`src/rtl/sprite_line_fetch.sv`:
```
// Sprite line fetcher: during hblank, copies one row of a sprite from ROM
// into a small line buffer, then overlays it on the next active line.
// Optional build macro: SPRITE_MIRROR_EN adds the face_left input, which
// fills the line buffer in reverse column order.
module sprite_line_fetch #(
    parameter int         SPR_W     = 20,
    parameter int         SPR_H     = 20,
    parameter logic [7:0] KEY_COLOR = 8'd0
) (
    input  logic       clock,
    input  logic       rst_n,
    input  logic       line_start,
    input  logic [9:0] next_y,
    input  logic [9:0] spr_x,
    input  logic [9:0] spr_y,
`ifdef SPRITE_MIRROR_EN
    input  logic       face_left,
`endif
    output logic [8:0] rom_addr,
    input  logic [7:0] rom_q,
    input  logic [9:0] pix_x,
    input  logic       pix_valid,
    output logic [7:0] pix_out,
    output logic       pix_hit,
    output logic       busy
);
    localparam int CW = (SPR_W > 1) ? $clog2(SPR_W) : 1;

    typedef enum logic [1:0] {IDLE, FETCH, LAST} state_t;

    state_t        state, state_next;
    logic [CW-1:0] col_cnt, col_next, fetch_idx;
    logic [8:0]    base_in, base_lat, base_sel, rom_addr_next;
    logic          mirror_in, mirror_lat, mirror_sel;
    logic [9:0]    row_in, spr_x_lat, disp_col;
    logic          row_ok, line_valid;
    logic [7:0]    line_buf [SPR_W];
    logic          buf_we;
    logic [CW-1:0] buf_widx;
    logic          disp_in_range, disp_hit;
    logic [7:0]    disp_pix;

`ifdef SPRITE_MIRROR_EN
    assign mirror_in = face_left;
`else
    assign mirror_in = 1'b0;
`endif

    // Row within the sprite wraps modulo 2^10, so rows above the sprite look huge and fail the bound.
    assign row_in  = next_y - spr_y;
    assign row_ok  = row_in < 10'(SPR_H);
    assign base_in = 9'(32'(row_in) * SPR_W);
    assign busy    = (state != IDLE);

    // Next-state and next-address logic; a line_start always wins and restarts from column 0.
    always_comb begin
        state_next    = state;
        col_next      = col_cnt;
        base_sel      = line_start ? base_in : base_lat;
        mirror_sel    = line_start ? mirror_in : mirror_lat;
        rom_addr_next = rom_addr;
        if (line_start) begin
            col_next   = '0;
            state_next = row_ok ? FETCH : IDLE;
        end else begin
            case (state)
                FETCH: begin
                    if (col_cnt == CW'(SPR_W - 1)) begin
                        state_next = LAST;
                    end else begin
                        col_next = col_cnt + CW'(1);
                    end
                end
                LAST:    state_next = IDLE;
                default: state_next = IDLE;
            endcase
        end
        fetch_idx = mirror_sel ? (CW'(SPR_W - 1) - col_next) : col_next;
        if (state_next == FETCH) begin
            rom_addr_next = base_sel + 9'(fetch_idx);
        end
    end

    // State register.
    always_ff @(posedge clock or negedge rst_n) begin
        if (!rst_n) begin
            state <= IDLE;
        end else begin
            state <= state_next;
        end
    end

    // Fetch datapath registers plus the line_valid flag that gates the display.
    always_ff @(posedge clock or negedge rst_n) begin
        if (!rst_n) begin
            col_cnt    <= '0;
            rom_addr   <= '0;
            base_lat   <= '0;
            mirror_lat <= 1'b0;
            spr_x_lat  <= '0;
            line_valid <= 1'b0;
        end else begin
            col_cnt  <= col_next;
            rom_addr <= rom_addr_next;
            if (line_start) begin
                base_lat   <= base_in;
                mirror_lat <= mirror_in;
                spr_x_lat  <= spr_x;
                line_valid <= 1'b0;
            end else if (state == LAST) begin
                line_valid <= 1'b1;
            end
        end
    end

    // ROM data trails its address by a cycle; a restart suppresses the in-flight write.
    always_comb begin
        buf_we   = 1'b0;
        buf_widx = col_cnt - CW'(1);
        if (!line_start) begin
            if (state == FETCH && col_cnt != '0) begin
                buf_we = 1'b1;
            end else if (state == LAST) begin
                buf_we   = 1'b1;
                buf_widx = CW'(SPR_W - 1);
            end
        end
    end

    // Line buffer storage; contents are deliberately not reset.
    always_ff @(posedge clock) begin
        if (buf_we) begin
            line_buf[buf_widx] <= rom_q;
        end
    end

    assign disp_col      = pix_x - spr_x_lat;
    assign disp_in_range = disp_col < 10'(SPR_W);

    // Buffer lookup for the current column, zero outside the sprite.
    always_comb begin
        disp_pix = disp_in_range ? line_buf[disp_col[CW-1:0]] : 8'd0;
        disp_hit = pix_valid & line_valid & disp_in_range & (disp_pix != KEY_COLOR);
    end

    // Registered overlay outputs, one cycle behind pix_x.
    always_ff @(posedge clock or negedge rst_n) begin
        if (!rst_n) begin
            pix_hit <= 1'b0;
            pix_out <= 8'd0;
        end else begin
            pix_hit <= disp_hit;
            pix_out <= disp_hit ? disp_pix : 8'd0;
        end
    end
endmodule

```
`config.mk`:
```
export PLATFORM = sky130hd
export DESIGN_NAME = sprite_line_fetch
export DESIGN_NICKNAME = d
export VERILOG_FILES = /design/src/rtl/sprite_line_fetch.sv
export SDC_FILE = /design/constraint.sdc
export NUM_CORES = 1
export LEC_CHECK = 0
export BUFFER_PORTS_ARGS = -buffer_cell sky130_fd_sc_hd__buf_2
export CAP_MARGIN = 15
export CORE_ASPECT_RATIO = 0.75
export CORE_UTILIZATION = 60
export CTS_CLUSTER_DIAMETER = 40
export DETAILED_ROUTE_END_ITERATION = 16
export MAX_ROUTING_LAYER = met4
export PLACE_DENSITY = 0.8
export SYNTH_ARGS = -nofsm -noshare
export SYNTH_HDL_FRONTEND = slang
export SYNTH_SLANG_ARGS = --single-unit
```
`constraint.sdc`:
```
create_clock -name clock -period 3.2 [get_ports clock]
set_input_delay 0.64 -clock clock [delete_from_list [all_inputs] [get_ports clock]]
set_output_delay 0.64 -clock clock [all_outputs]
set_load 0.01 [all_outputs]
```
==> flow_metrics.tcl <==
set metrics [dict create \
    wl_per_cell_um 21.69 \
    synth-seq-cells 206 \
    clock.fmax_mhz 308.7 \
    synth_seq_area_share 0.6302 \
    drc 0 \
    placement.io_buffers 70 \
    final_area_mm2 0.01139 \
    hold_violations 0 \
    setup_viol 1 \
    dieHeight_um 110.7 \
    ioPinCount 71 \
    ys_warn_count 0 \
    overflow 0 \
    clock-root-buffer "clkbuf_16" \
    synthesis.area_mm2 0.009450 \
    grt_pass1_wl_um 33510 \
    max_cap_viol_count 0 \
    pre_cts_ws_ps -673.0 \
    leakagePower_nw 4.522 \
    dieArea_mm2 0.01626 \
    required_ps 3610 \
    fin_nets 846 \
    fin_ws_ps -39.10 \
    rows 39 \
    clock_latency_ps 520 \
    clockBufferDepth 3 \
    cp-start-kind "primary input" \
    drt_iter0_drc 501 \
    grt_max_degree 47 \
    drive_gt1_frac 0.3428 \
    htreeDepth 1 \
    die_w_um 146.9 \
    timing.hold.ws_ps 89.25 \
    ys_types 50 \
    grtUsageTotal 0.2832 \
    syn_inst 617 \
    synth_top_cell_by_area "edfxtp_1" \
    syn_nets 707 \
    status "finished with violations" \
    yosysMostFrequentCell "edfxtp_1" \
    ys_async_sr_fraction 0.2233 \
    final_max_slew_viol_count 0 \
    max_slew_margin 0.5443 \
    areaGrowthSynthToFinish_pct 20.56 \
    path_class "primary input to flop" \
    vdd_drop_max_mv 0.6394 \
    vias 5855 \
    diodes 0 \
    clkSlewWorstSetupHoldPaths_ps 60 \
    cts_tree "done" \
    cp_max_fo 2 \
    ant_nets 0 \
    yosysTopAreaCellShare 0.5084 \
    dp_hpwl_um 13990 \
    syn_area_per_cell_um2 15.32 \
    core_area_mm2 0.01532 \
    drt_first_pass_iters 5 \
    fin_skew_ps 14.51 \
    synth_common_cells "edfxtp_1 (160), nor2_1 (49), dfrtp_1 (46), mux4_2 (40), inv_1 (36)" \
    rsz0062_at_grt "true" \
    synthFlopType "edfxtp_1" \
    cts-buffers-inserted 23 \
    placed_area_mm2 0.01053 \
    p_per_area_mw_per_mm2 622.7 \
    min_period_ps 3239 \
    cts.sink_count 206 \
    post-route-period-util 1.012 \
    cts_hold_buf 0 \
    synth_area_leaders "edfxtp_1 (51%), dfrtp_1 (12%), mux4_2 (9.5%)" \
    arrival_ps 3650 \
    crit_path_end_kind "flop" \
    wirelength_um 21210 \
    violations "setup timing" \
    initial_core_util 0.6168 \
    hold_class "primary input to async pin" \
    place_congestion 0.8410 \
    postLayoutCoreUtil 0.7436 \
    synth_edf_count 160 \
    vias_per_cell 5.987 \
    antenna_found_initial 0 \
    grt_pass1_vias 6167 \
    worstMarginPinSlew_ps 682.1 \
]
critical path: stages:
cell and delay [ps]:
buf_8 110, inv_12 40, ha_4 130, inv_2 40
fa_2 370, a21o_4 220, a21oi_4 140, xnor2_2 140
ha_1 270, ha_1 280, a21o_1 170, a21oi_2 150
xnor2_1 150, xnor2_1 150, xnor2_1 100, mux2_4 280
xnor2_2 150, mux2i_1 80
repair_timing:
| item | CTS | global route |
|---|---|---|
| endpoints found under the setup margin | 4 | 4 |
| resized for setup | 7 | 14 |
| gates cloned | 0 | 0 |
| pin swaps | 13 | 10 |
| buffers inserted | 3 | 1 |
| endpoints found under the hold margin | 0 | 0 |
path summary, 6_finish.rpt:
check,cells after the start,startpoint,to,slack (ps)
max in group asynchronous,2,rst_n,col_cnt[0],2580
hold / removal,1,rst_n,rom_addr[8],90
min in group clock,3,spr_x[3],spr_x_lat[3],330
hold reg to reg,1,base_lat[3],base_lat[3],500
setup reg to reg,10,spr_x_lat[0],pix_hit,190
setup / recovery,18,next_y[0],rom_addr[8],-40
per-stage QoR:
step | power, mW | TNS (ps) | std cells
final | 7.095 | -39.10 | 978
after global routing | 7.372 | -199.3 | 978
after CTS | 7.087 | -27.31 | 976
after detailed placement | 4.538 | -3972 | 931
after global placement | 4.469 | -3089 | 931
after floorplan | 4.035 | -637.3 | 617
cell type report:
type,instances,area [µm²]
clock buffers,26,586.8
clock inverters,16,145.1
fillers,954,3929
inverters,36,147.6
multi-input cells,355,3397
flip-flops and latches,206,5957
well taps,205,256.5
repair buffers,134,903.4
layer usage:
| layer | vias up | GRT usage | routed length, µm |
|---|---|---|---|
| met1 | 2945 | 0.3841 | 8483 |
| li1 | 2621 | - | - |
| met3 | 45 | 0.05885 | 1868 |
| met4 | 0 | 0.08247 | 536 |
| met5 | - | - | 0 |
| met2 | 244 | 0.4392 | 10320 |
sequential cells by signal, summed over array words and instances (netlist names):
signal	cells
line_buf	160
spr_x_lat	10
base_lat	9
rom_addr	9
pix_out	8
col_cnt	5
state	2
line_valid	1
mirror_lat	1
pix_hit	1
cells by family after synthesis:
| family | count (synthesis) | synth area share |
|---|---|---|
| XOR/XNOR | 26 | 0.02489 |
| AO/OA/AOI/OAI | 89 | 0.06170 |
| AND/OR/NAND/NOR | 125 | 0.06355 |
| buffers and inverters | 56 | 0.02529 |
| flip-flops | 206 | 0.6302 |
| multiplexers | 77 | 0.1409 |
| adder cells (fa/ha/maj) | 38 | 0.05349 |
report_power, final:
part	total (mW)	internal, mW	switching (mW)
Clock	2.53	1.43	1.09
Sequential	3.03	2.98	0.0448
Combinational	1.54	0.755	0.784
cells in the final DEF (no fill, tap or decap), drive strengths merged, types with 17 or more instances in the layout:
master | netlist | layout
a21oi | 28 | 28
buf | 9 | 134
clkbuf | 11 | 26
dfrtp | 46 | 46
edfxtp | 160 | 160
ha | 34 | 34
inv | 36 | 41
mux2 | 24 | 24
mux4 | 40 | 40
nand2 | 22 | 22
nor2 | 49 | 49
o21ai | 17 | 17
xnor2 | 17 | 17
(Power assumes the default switching activity.)
